File: src/rtl/uart_core.sv
// -----------------------------------------------------------------------------
// uart_core -- full-duplex UART with TX/RX FIFOs and a 16x oversample tick.
//
// Build option: define UART_PARITY_EN to append a parity bit on TX and check
// it on RX (polarity chosen by parity_odd). Without it the frame is
// start + WORD_LEN data + stop bit(s), and parity_error never asserts.
//
// Parameters:
//   WORD_LEN  data bits per frame (5..9)
//   DEPTH     entries in each FIFO (power of 2, >= 2)
//   DIV_W     width of the runtime baud divisor
//
// Ports:
//   sys_clk, sys_rst_l       clock, asynchronous active-low reset
//   baud_div                 oversample tick period minus 1 (in sys_clk cycles)
//   two_stop                 two stop bits on TX (RX checks only the first)
//   parity_odd               odd (1) / even (0) parity
//   push_T, Din              write into the TX FIFO
//   tx_full, tx_busy         TX FIFO full; transmitter active or data queued
//   uart_XMIT_dataH          serial TX line, idles high
//   uart_REC_dataH           serial RX line (asynchronous)
//   pop_R, Dout, pndng_R     RX FIFO pop, show-ahead head, non-empty
//   rx_full                  RX FIFO full
//   parity_error, frame_error, overrun   one-cycle error pulses
// -----------------------------------------------------------------------------

// Simple synchronous FIFO with show-ahead head; full/empty from an occupancy
// count one bit wider than the pointers.
module uart_core_fifo #(
    parameter int WIDTH = 8,
    parameter int DEPTH = 16
) (
    input  logic             clk_i,
    input  logic             rst_ni,
    input  logic             push_i,
    input  logic             pop_i,
    input  logic [WIDTH-1:0] din_i,
    output logic [WIDTH-1:0] head_o,
    output logic             full_o,
    output logic             empty_o
);
    localparam int AW = $clog2(DEPTH);

    logic [AW-1:0]    wr_q, wr_d, rd_q, rd_d;
    logic [AW:0]      cnt_q, cnt_d;
    logic [WIDTH-1:0] mem_q [DEPTH];
    logic             do_push_s, do_pop_s;

    assign empty_o = (cnt_q == {(AW+1){1'b0}});
    assign full_o  = (cnt_q == (AW+1)'(DEPTH));
    assign head_o  = mem_q[rd_q];

    // Pointer/count next state; a push into a full FIFO is only taken when a
    // pop frees a slot in the same cycle.
    always_comb begin
        do_pop_s  = pop_i & ~empty_o;
        do_push_s = push_i & (~full_o | do_pop_s);
        wr_d      = do_push_s ? wr_q + AW'(1) : wr_q;
        rd_d      = do_pop_s  ? rd_q + AW'(1) : rd_q;
        case ({do_push_s, do_pop_s})
            2'b10:   cnt_d = cnt_q + (AW+1)'(1);
            2'b01:   cnt_d = cnt_q - (AW+1)'(1);
            default: cnt_d = cnt_q;
        endcase
    end

    // Pointer and count registers.
    always_ff @(posedge clk_i or negedge rst_ni) begin
        if (!rst_ni) begin
            wr_q  <= {AW{1'b0}};
            rd_q  <= {AW{1'b0}};
            cnt_q <= {(AW+1){1'b0}};
        end else begin
            wr_q  <= wr_d;
            rd_q  <= rd_d;
            cnt_q <= cnt_d;
        end
    end

    // Storage array (contents need no reset; empty masks the head).
    always_ff @(posedge clk_i) begin
        if (do_push_s) begin
            mem_q[wr_q] <= din_i;
        end
    end
endmodule

module uart_core #(
    parameter int WORD_LEN = 8,
    parameter int DEPTH    = 16,
    parameter int DIV_W    = 12
) (
    input  logic                sys_clk,
    input  logic                sys_rst_l,
    input  logic [DIV_W-1:0]    baud_div,
    input  logic                two_stop,
    input  logic                parity_odd,
    input  logic                push_T,
    input  logic [WORD_LEN-1:0] Din,
    output logic                tx_full,
    output logic                tx_busy,
    output logic                uart_XMIT_dataH,
    input  logic                uart_REC_dataH,
    input  logic                pop_R,
    output logic [WORD_LEN-1:0] Dout,
    output logic                pndng_R,
    output logic                rx_full,
    output logic                parity_error,
    output logic                frame_error,
    output logic                overrun
);
`ifdef UART_PARITY_EN
    localparam logic PAR_EN = 1'b1;
`else
    localparam logic PAR_EN = 1'b0;
`endif

    localparam int BW = $clog2(WORD_LEN);
    localparam logic [BW-1:0] LAST_BIT = BW'(WORD_LEN - 1);

    typedef enum logic [2:0] {
        ST_IDLE   = 3'd0,
        ST_START  = 3'd1,
        ST_DATA   = 3'd2,
        ST_PARITY = 3'd3,
        ST_STOP   = 3'd4
    } state_e;

    localparam state_e AFTER_DATA = PAR_EN ? ST_PARITY : ST_STOP;

    // Parity bit that makes the total ones count even (odd=0) or odd (odd=1).
    function automatic logic par_bit(input logic [WORD_LEN-1:0] d, input logic odd);
        par_bit = (^d) ^ odd;
    endfunction

    // ------------------------------------------------------------------ tick
    logic [DIV_W-1:0] baud_cnt_q, baud_cnt_d;
    logic             reload_q, reload_d;
    logic             tick_s;

    // Down-counter: after reset the first cycle only loads baud_div, so the
    // first tick lands baud_div+1 cycles after release.
    always_comb begin
        tick_s   = 1'b0;
        reload_d = 1'b0;
        if (reload_q) begin
            baud_cnt_d = baud_div;
        end else if (baud_cnt_q == {DIV_W{1'b0}}) begin
            tick_s     = 1'b1;
            baud_cnt_d = baud_div;
        end else begin
            baud_cnt_d = baud_cnt_q - DIV_W'(1);
        end
    end

    // Tick counter registers.
    always_ff @(posedge sys_clk or negedge sys_rst_l) begin
        if (!sys_rst_l) begin
            baud_cnt_q <= {DIV_W{1'b0}};
            reload_q   <= 1'b1;
        end else begin
            baud_cnt_q <= baud_cnt_d;
            reload_q   <= reload_d;
        end
    end

    // -------------------------------------------------------------- TX path
    logic [WORD_LEN-1:0] tx_head_s;
    logic                tx_empty_s, tx_load_s;
    state_e              tx_state_q, tx_state_d;
    logic [3:0]          tx_tcnt_q, tx_tcnt_d;
    logic [BW-1:0]       tx_bit_q, tx_bit_d;
    logic [WORD_LEN-1:0] tx_shift_q, tx_shift_d;
    logic                tx_par_q, tx_par_d;
    logic                tx_two_q, tx_two_d;
    logic                tx_stop2_q, tx_stop2_d;
    logic                tx_line_q, tx_line_d;
    logic                tx_bit_end_s;

    uart_core_fifo #(.WIDTH(WORD_LEN), .DEPTH(DEPTH)) u_tx_fifo (
        .clk_i   (sys_clk),
        .rst_ni  (sys_rst_l),
        .push_i  (push_T),
        .pop_i   (tx_load_s),
        .din_i   (Din),
        .head_o  (tx_head_s),
        .full_o  (tx_full),
        .empty_o (tx_empty_s)
    );

    assign tx_busy         = (tx_state_q != ST_IDLE) || !tx_empty_s;
    assign uart_XMIT_dataH = tx_line_q;
    assign tx_bit_end_s    = tick_s && (tx_tcnt_q == 4'd15);

    // TX state register.
    always_ff @(posedge sys_clk or negedge sys_rst_l) begin
        if (!sys_rst_l) begin
            tx_state_q <= ST_IDLE;
            tx_tcnt_q  <= 4'd0;
            tx_bit_q   <= {BW{1'b0}};
            tx_shift_q <= {WORD_LEN{1'b0}};
            tx_par_q   <= 1'b0;
            tx_two_q   <= 1'b0;
            tx_stop2_q <= 1'b0;
            tx_line_q  <= 1'b1;
        end else begin
            tx_state_q <= tx_state_d;
            tx_tcnt_q  <= tx_tcnt_d;
            tx_bit_q   <= tx_bit_d;
            tx_shift_q <= tx_shift_d;
            tx_par_q   <= tx_par_d;
            tx_two_q   <= tx_two_d;
            tx_stop2_q <= tx_stop2_d;
            tx_line_q  <= tx_line_d;
        end
    end

    // TX next state. A frame is loaded from IDLE on a tick, or straight out of
    // the last STOP tick so queued words go out without an idle gap.
    always_comb begin
        tx_state_d = tx_state_q;
        tx_bit_d   = tx_bit_q;
        tx_shift_d = tx_shift_q;
        tx_par_d   = tx_par_q;
        tx_two_d   = tx_two_q;
        tx_stop2_d = tx_stop2_q;
        tx_load_s  = 1'b0;
        if (!tick_s) begin
            tx_tcnt_d = tx_tcnt_q;
        end else if (tx_state_q == ST_IDLE) begin
            tx_tcnt_d = 4'd0;
        end else begin
            tx_tcnt_d = tx_tcnt_q + 4'd1;
        end
        case (tx_state_q)
            ST_IDLE: begin
                tx_load_s = tick_s & ~tx_empty_s;
            end
            ST_START: begin
                if (tx_bit_end_s) begin
                    tx_state_d = ST_DATA;
                end else begin
                    tx_state_d = ST_START;
                end
            end
            ST_DATA: begin
                if (!tx_bit_end_s) begin
                    tx_state_d = ST_DATA;
                end else if (tx_bit_q == LAST_BIT) begin
                    tx_state_d = AFTER_DATA;
                end else begin
                    tx_shift_d = tx_shift_q >> 1;
                    tx_bit_d   = tx_bit_q + BW'(1);
                end
            end
            ST_PARITY: begin
                if (tx_bit_end_s) begin
                    tx_state_d = ST_STOP;
                end else begin
                    tx_state_d = ST_PARITY;
                end
            end
            ST_STOP: begin
                if (!tx_bit_end_s) begin
                    tx_state_d = ST_STOP;
                end else if (tx_two_q && !tx_stop2_q) begin
                    tx_stop2_d = 1'b1;
                end else if (!tx_empty_s) begin
                    tx_load_s = 1'b1;
                end else begin
                    tx_state_d = ST_IDLE;
                end
            end
            default: begin
                tx_state_d = ST_IDLE;
            end
        endcase
        if (tx_load_s) begin
            tx_state_d = ST_START;
            tx_tcnt_d  = 4'd0;
            tx_bit_d   = {BW{1'b0}};
            tx_shift_d = tx_head_s;
            tx_par_d   = par_bit(tx_head_s, parity_odd);
            tx_two_d   = two_stop;
            tx_stop2_d = 1'b0;
        end else begin
            tx_tcnt_d = tx_tcnt_d;
        end
    end

    // TX line value, computed from next state so the line register changes
    // on the same edge as the state.
    always_comb begin
        case (tx_state_d)
            ST_START:  tx_line_d = 1'b0;
            ST_DATA:   tx_line_d = tx_shift_d[0];
            ST_PARITY: tx_line_d = tx_par_d;
            default:   tx_line_d = 1'b1;
        endcase
    end

    // -------------------------------------------------------------- RX path
    logic                rx_s1_q, rx_s2_q, rx_s3_q;
    logic                rx_fall_s;
    state_e              rx_state_q, rx_state_d;
    logic [3:0]          rx_tcnt_q, rx_tcnt_d;
    logic [BW-1:0]       rx_bit_q, rx_bit_d;
    logic [WORD_LEN-1:0] rx_shift_q, rx_shift_d;
    logic                rx_par_q, rx_par_d;
    logic                rx_samp_s, rx_stop_s;
    logic                rx_push_s, rx_empty_s;
    logic [WORD_LEN-1:0] rx_head_s;
    logic                par_err_q, par_err_d;
    logic                frm_err_q, frm_err_d;
    logic                ovr_q, ovr_d;

    uart_core_fifo #(.WIDTH(WORD_LEN), .DEPTH(DEPTH)) u_rx_fifo (
        .clk_i   (sys_clk),
        .rst_ni  (sys_rst_l),
        .push_i  (rx_push_s),
        .pop_i   (pop_R),
        .din_i   (rx_shift_q),
        .head_o  (rx_head_s),
        .full_o  (rx_full),
        .empty_o (rx_empty_s)
    );

    assign pndng_R      = !rx_empty_s;
    assign Dout         = rx_empty_s ? {WORD_LEN{1'b0}} : rx_head_s;
    assign parity_error = par_err_q;
    assign frame_error  = frm_err_q;
    assign overrun      = ovr_q;
    // rx_s3 holds the previous synchronised value for edge detection.
    assign rx_fall_s    = rx_s3_q & ~rx_s2_q;
    // START samples mid-bit after 8 ticks; later bits every 16 ticks.
    assign rx_samp_s    = tick_s && (rx_state_q != ST_IDLE) &&
                          (rx_tcnt_q == ((rx_state_q == ST_START) ? 4'd7 : 4'd15));
    assign rx_stop_s    = rx_samp_s && (rx_state_q == ST_STOP);

    // RX synchroniser, state and error pulse registers.
    always_ff @(posedge sys_clk or negedge sys_rst_l) begin
        if (!sys_rst_l) begin
            rx_s1_q    <= 1'b1;
            rx_s2_q    <= 1'b1;
            rx_s3_q    <= 1'b1;
            rx_state_q <= ST_IDLE;
            rx_tcnt_q  <= 4'd0;
            rx_bit_q   <= {BW{1'b0}};
            rx_shift_q <= {WORD_LEN{1'b0}};
            rx_par_q   <= 1'b0;
            par_err_q  <= 1'b0;
            frm_err_q  <= 1'b0;
            ovr_q      <= 1'b0;
        end else begin
            rx_s1_q    <= uart_REC_dataH;
            rx_s2_q    <= rx_s1_q;
            rx_s3_q    <= rx_s2_q;
            rx_state_q <= rx_state_d;
            rx_tcnt_q  <= rx_tcnt_d;
            rx_bit_q   <= rx_bit_d;
            rx_shift_q <= rx_shift_d;
            rx_par_q   <= rx_par_d;
            par_err_q  <= par_err_d;
            frm_err_q  <= frm_err_d;
            ovr_q      <= ovr_d;
        end
    end

    // RX next state. The tick phase counter restarts at each falling edge and
    // again at the start-bit sample so later samples stay mid-bit.
    always_comb begin
        rx_state_d = rx_state_q;
        rx_bit_d   = rx_bit_q;
        rx_shift_d = rx_shift_q;
        rx_par_d   = rx_par_q;
        if (tick_s) begin
            rx_tcnt_d = rx_tcnt_q + 4'd1;
        end else begin
            rx_tcnt_d = rx_tcnt_q;
        end
        case (rx_state_q)
            ST_IDLE: begin
                rx_tcnt_d = 4'd0;
                if (rx_fall_s) begin
                    rx_state_d = ST_START;
                end else begin
                    rx_state_d = ST_IDLE;
                end
            end
            ST_START: begin
                if (!rx_samp_s) begin
                    rx_state_d = ST_START;
                end else if (rx_s2_q) begin
                    rx_state_d = ST_IDLE;
                end else begin
                    rx_state_d = ST_DATA;
                    rx_tcnt_d  = 4'd0;
                    rx_bit_d   = {BW{1'b0}};
                end
            end
            ST_DATA: begin
                if (!rx_samp_s) begin
                    rx_state_d = ST_DATA;
                end else begin
                    rx_shift_d = {rx_s2_q, rx_shift_q[WORD_LEN-1:1]};
                    if (rx_bit_q == LAST_BIT) begin
                        rx_state_d = AFTER_DATA;
                    end else begin
                        rx_bit_d = rx_bit_q + BW'(1);
                    end
                end
            end
            ST_PARITY: begin
                if (rx_samp_s) begin
                    rx_par_d   = rx_s2_q;
                    rx_state_d = ST_STOP;
                end else begin
                    rx_state_d = ST_PARITY;
                end
            end
            ST_STOP: begin
                if (rx_samp_s) begin
                    rx_state_d = ST_IDLE;
                end else begin
                    rx_state_d = ST_STOP;
                end
            end
            default: begin
                rx_state_d = ST_IDLE;
            end
        endcase
    end

    // RX outputs at the stop sample: frame error beats overrun beats push;
    // parity error is reported alongside a push or an overrun.
    always_comb begin
        rx_push_s = 1'b0;
        frm_err_d = 1'b0;
        ovr_d     = 1'b0;
        par_err_d = 1'b0;
        if (rx_stop_s) begin
            if (!rx_s2_q) begin
                frm_err_d = 1'b1;
            end else if (rx_full) begin
                ovr_d = 1'b1;
            end else begin
                rx_push_s = 1'b1;
            end
            par_err_d = PAR_EN && rx_s2_q &&
                        (par_bit(rx_shift_q, parity_odd) != rx_par_q);
        end else begin
            rx_push_s = 1'b0;
        end
    end
endmodule

File: config.mk
export PLATFORM = sky130hd
export DESIGN_NAME = uart_core
export DESIGN_NICKNAME = d
export VERILOG_FILES = /design/src/rtl/uart_core.sv
export SDC_FILE = /design/constraint.sdc
export NUM_CORES = 1
export LEC_CHECK = 0
export CAP_MARGIN = 20
export CORE_ASPECT_RATIO = 0.6
export CORE_MARGIN = 2
export CORE_UTILIZATION = 66
export CTS_CLUSTER_SIZE = 24
export DETAILED_ROUTE_END_ITERATION = 7
export GPL_TIMING_DRIVEN = 1
export HOLD_SLACK_MARGIN = 0.12
export PLACE_DENSITY = 0.95
export SETUP_SLACK_MARGIN = 0.3
export SLEW_MARGIN = 25
export SYNTH_ARGS = -nofsm -noshare
export SYNTH_HDL_FRONTEND = slang
export SYNTH_SLANG_ARGS = --single-unit
File: constraint.sdc
create_clock -name sys_clk -period 5.6 [get_ports sys_clk]
set_input_delay 1.12 -clock sys_clk [delete_from_list [all_inputs] [get_ports sys_clk]]
set_output_delay 1.12 -clock sys_clk [all_outputs]
set_load 0.05 [all_outputs]
## Word level (Yosys, flattened, before mapping)

Memory sizes are Yosys's and may differ from the RTL's.
Cells that the tools add are included.

| operators by class | value |
|---|---|
| add/sub/neg operators | 13 |
| multipliers | 0 |
| div/mod/pow operators | 0 |
| order comparisons | 0 |
| equal/unequal tests | 27 |
| shift operators | 0 |
| muxes and demuxes | 67 |
| bitwise operators | 14 |
| reduce and logical (&&, ||, !) cells | 29 |

Operator list:

| kind | count |
|---|---|
| 2-to-1 mux 3 bit | 19 |
| 2-to-1 mux 8 bit | 5 |
| case mux 3 bit (5 select lines) | 2 |
| 2-to-1 mux 4 bit | 7 |
| adder 4 x 1 -> 4 bit (second input constant) | 6 |
| 2-to-1 mux 12 bit | 2 |
| 2-to-1 mux 1 bit | 23 |
| case mux 5 bit (2 select lines) | 2 |
| == test 3 x 2 -> 1 bit (second input constant) | 6 |
| nonzero test 2 bit | 8 |
| == test 3 bit (second input constant) | 4 |
| logical NOT 12 bit | 1 |
| subtractor 12 x 1 -> 12 bit (second input constant) | 1 |
| adder 5 x 1 -> 5 bit (second input constant) | 2 |
| == test 5 bit (second input constant) | 2 |
| logical NOT 5 bit | 2 |
| subtractor 5 x 1 -> 5 bit (second input constant) | 2 |
| == test 3 x 1 -> 1 bit (second input constant) | 3 |
| inequality test 2 bit (second input constant) | 4 |
| case mux 4 bit (2 select lines) | 1 |
| parity 8 bit | 1 |
| adder 3 x 1 -> 3 bit (second input constant) | 2 |
| AND 1 bit | 6 |
| logical NOT 3 bit | 2 |
| 20 further kinds | 37 |

| storage, ports and cells | value |
|---|---|
| register bits | 84 |
| latch bits | 0 |
| RAM bits | 256 |
| ROM bits | 0 |
| input bits | 27 |
| output and inout port bits | 16 |
| memories | 2 |

Memory list:

| name | words | bits a word | read ports | clocked after memory_dff | wr ports | RTL line | text |
|---|---|---|---|---|---|---|---|
| u_rx_fifo.mem_q | 16 | 8 | 1 | 0 | 1 | 46 | `logic [WIDTH-1:0] mem_q [DEPTH];` |
| u_tx_fifo.mem_q | 16 | 8 | 1 | 0 | 1 | 46 |  |

## Logic depth before layout (Yosys ltp)

| depth | value |
|---|---|
| depth in word-level cells | 11 |
| mapped depth | 15 |
| mapped depth without buffers | 15 |

## Hierarchy

A second synthesis with hierarchy kept.

| second synthesis, totals | value |
|---|---|
| cell total of the unflattened synthesis | 936 |
| area, all modules | 14580.2 um^2 |

Modules (own cells, without submodules):

| module | instances | cells each | area each (um^2) | seq. area each (um^2) |
|---|---|---|---|---|
| uart_core_fifo at u_rx_fifo | 1 | 327 | 5860.6 | 4169.0 |
| uart_core_fifo at u_tx_fifo | 1 | 327 | 5811.8 | 4169.0 |
| uart_core | 1 | 282 | 2907.8 | 1457.6 |

## Least setup slack after synthesis

No wires, ideal clock.

| timing | value |
|---|---|
| path kind | register to output |
| start | register u_rx_fifo.rd_q[0] |
| end | output port Dout[0] |
| arrival | 2500 ps |
| required time | 4480 ps |
| path slack | 1980 ps |
| cell stages (with the launch flop) | 6 |
| cell sequence | dfrtp_1 clkbuf_1 buf_1 mux4_2 mux4_2 nor2b_1 |

| on the way | value |
|---|---|
| cells in the longest elaborated chain, start to end | 2 |

Ends and longest elaborated chain:

| element | RTL line | text |
|---|---|---|
| start, declared | 44 | `logic [AW-1:0] wr_q, wr_d, rd_q, rd_d;` |
| start signal, assigned | 71 | `rd_q <= {AW{1'b0}};` |
| start signal, assigned | 75 | `rd_q <= rd_d;` |
| memory read (16 x 8 bit) | - |  |
| 2-to-1 mux 8 bit | 329 | `assign Dout = rx_empty_s ? {WORD_LEN{1'b0}} : rx_head_s;` |
| end, declared | 105 | `output logic [WORD_LEN-1:0] Dout,` |

Every way passes these cells.

## Final worst setup path

| timing | value |
|---|---|
| start | register u_rx_fifo.rd_q[0] |
| end | output port Dout[5] |

The elaborated chain is that of the path after synthesis.

==> impl_metrics.toml <==
[sta]
layout_min_cycle_time_ns = 4.68
setup_tns_ns = 0
rsz0062_at_grt = "no"
setup_viol = 0
finalCritPeriodShare = 0.836
fmax_mhz = 214
slew_headroom = 0.270
report.final.slew_viol_count = 0
worst_pin_slew_ns = 1.09
hold_viol = 0
clock_skew_ns = 0.0233

[power]
power.density_nw_per_um2 = 366
ir_worst_vdd_mv = 0.299
leakagePower_nw = 5.32

[grt]
grt_pass1_vias = 8074
antenna_found_initial = 0
grt_overflow = 0
track_usage = 0.281
grt_pass1_wl_um = 48000
grt_max_degree = 46

[floorplan]
fp-row-count = 41
die_h_um = 118
initial_core_util = 0.679
io-pin-count = 43
core_area_um2 = 21200
fp.dieW_um = 195
dieArea_um2 = 23000

[clock_tree]
cts-resized-gates = 0
clk_latency_ns = 0.55
clk_pin_slew_ns = 0.07
cts_hold_buf = 0
cts_tree = "done"
cts-root-buf = "clkbuf_16"
post_cts_buffers = 0
numClockSinks = 340
h-tree-depth = 1
cts_buffers = 29
clockBufferDepth = 3

[routing]
ant_nets = 0
drc = 0
num_vias = 7939
drt_iter0_drc = 1110
wirelength_um = 31000
drt-pass1-iter-count = 6
vias_per_cell = 6.61
wire_per_inst_um = 25.8

[synth]
ys.flop_type = "edfxtp_1"
seq_area_frac_synth = 0.681
synth_warnings = 0
yosys.cell_count.top_type = "edfxtp_1"
synthesis.area_um2 = 14400
syn_area_per_cell_um2 = 16.9
async_reset_ff_frac = 0.247
synth_commonest_cells = "edfxtp_1 (256), dfrtp_1 (79), mux4_2 (59), nor2_1 (58), nand2_1 (44)"
synthCells = 851
synth_edf_count = 256
ys_ff_latch = 340
ys_types = 59
synth.area.top_cells = "edfxtp_1 (53%), dfrtp_1 (14%), mux4_2 (9.2%)"
synth_top_area_share = 0.535
yosysTopAreaCell = "edfxtp_1"

[finish]
n_antenna_cell = 0
nNetsFinal = 955
synthToLayoutAreaGrowth_pct = 10.6
drive_above_1_share = 0.159
n_fill_cell = 1130
final_cells = 1201

[placed_design]
dp_cells = 1149
port-buffer-count = 41
routabilityCongestion = 0.851
dp_hpwl_um = 19700

[critical_path]
worst_setup_path_start_kind = "register"
required_ns = 4.48
worst_r2r_path_depth = 9
r2r-start = "baud_cnt_q[0]$_DFF_PN0_"
r2r_slack_ns = 1.65
reg2reg_to = "u_rx_fifo.mem_q[13][3]$_DFFE_PP_"
cp.arrival_ns = 3.56
crit_fanout = 29
worstSetupPathType = "reg -> out"
worstSetupEndpointType = "output pin"

[worst_hold_path]
holdPathStages = 0
hold_path_startpoint = "rx_s1_q$_DFF_PN1_"
min_to = "rx_s2_q$_DFF_PN1_"
hold_class = "reg -> reg"

[outcome]
outcome = "complete, no violations"

[flow_run]
drv_cap = 0
==> worst max-delay path by stage <==
| stage | start | end | slack [ns] | cells after the start |
|---|---|---|---|---|
| 2_1_floorplan | u_rx_fifo.rd_q[0]$_DFFE_PN0P_ | Dout[0] | 1.98 | 5 |
| 3_3_place_gp | u_rx_fifo.rd_q[0]$_DFFE_PN0P_ | Dout[3] | 1.54 | 5 |
| 3_5_place_dp | u_rx_fifo.rd_q[0]$_DFFE_PN0P_ | Dout[5] | 1.46 | 5 |
| 4_1_cts | u_rx_fifo.rd_q[0]$_DFFE_PN0P_ | Dout[5] | 0.88 | 5 |
| 5_1_grt | u_rx_fifo.rd_q[0]$_DFFE_PN0P_ | Dout[5] | 0.79 | 5 |
| 6_report | u_rx_fifo.rd_q[0]$_DFFE_PN0P_ | Dout[5] | 0.92 | 5 |
==> cell type report <==
type,instances,area [µm²],share of cell area
sequential,340,9800,0.616
multi-input combinational,446,4250,0.267
clock buffer,39,795,0.0499
timing repair buffer,56,520,0.0327
tap,279,349,0.0219
inverter,28,105,0.00661
clock inverter,13,87.6,0.00551
==> where the power goes <==
part	leakage (nW)	switching, mW	internal, mW	total (mW)
clock network	0.432	0.872	1.04	1.91
registers	3.10	0.149	2.87	3.02
logic	1.78	0.502	0.380	0.881
==> logic make-up after synthesis <==
logic type	count (synthesis)	synth area share
mux	97	0.140
simple gates	212	0.0772
fa+ha+maj	27	0.0245
other cells	1	0.000261
buf+inv	66	0.0236
xor+xnor	41	0.0265
compound gates	67	0.0264
flops	340	0.681
==> per-layer routing <==
metal  track usage  vias to the layer above  wire (µm)
met5             0                        -          0
met4        0.0611                        0        743
met3        0.0693                       75       3280
met2         0.425                      481      14100
met1         0.423                     4035      12800
li1              -                     3348          -
==> layout by cell type (no fill, tap or decap), types with 3 or more instances in the layout <==
master / synthesis / layout
a21o_1: 4 / 4
clkdlybuf4s50_1: 0 / 40
dfstp_2: 5 / 5
xnor2_1: 26 / 26
and2_1: 18 / 18
clkbuf_1: 18 / 8
or3_1: 7 / 7
nor2b_1: 16 / 16
nand4_1: 5 / 5
dfrtp_1: 79 / 77
mux2i_1: 6 / 6
mux2_4: 4 / 4
nor4_1: 7 / 7
clkbuf_16: 0 / 30
xor2_1: 13 / 13
inv_1: 28 / 28
ha_1: 25 / 25
and3_1: 5 / 5
mux4_1: 17 / 17
a22oi_1: 5 / 5
nand3_1: 14 / 14
o21ai_0: 16 / 16
nor2_1: 58 / 57
edfxtp_1: 256 / 256
nand2b_1: 5 / 5
nor3_1: 13 / 13
mux4_2: 59 / 59
clkinv_1: 0 / 5
buf_4: 2 / 16
clkinv_2: 0 / 5
mux2_2: 11 / 11
a21oi_1: 33 / 33
or2_2: 3 / 3
nand2_1: 44 / 44
==> critical path: stages, from the launching register on <==
cell and delay [ns]:
dfrtp_2 0.48, buf_4 0.50, mux4_2 0.60, mux4_2 0.48
nor2b_1 0.15, clkdlybuf4s50_1 0.77
==> per-stage QoR <==
| step | hold slack [ns] | worst slack, ns | util | area, µm² | power [mW] |
|---|---|---|---|---|---|
| after floorplan | 0.345 | 1.98 | - | 14400 | 3.68 |
| after global placement | 0.358 | 1.54 | 0.709 | 15000 | 3.89 |
| after detailed placement | 0.361 | 1.46 | 0.709 | 15000 | 3.95 |
| after CTS | 0.366 | 0.876 | 0.751 | 15900 | 5.83 |
| after global routing | 0.364 | 0.790 | 0.751 | 15900 | 6.03 |
| final | 0.362 | 0.920 | 0.751 | 15900 | 5.82 |
==> state kept, by name, indices dropped and copies added (netlist names), 5 cells and up <==
signal and cells:
u_tx_fifo.mem_q 128, u_rx_fifo.cnt_q 5, tx_shift_q 8, rx_shift_q 8
u_tx_fifo.cnt_q 5, u_rx_fifo.mem_q 128, baud_cnt_q 12
Power figures use the tool's default switching activity.
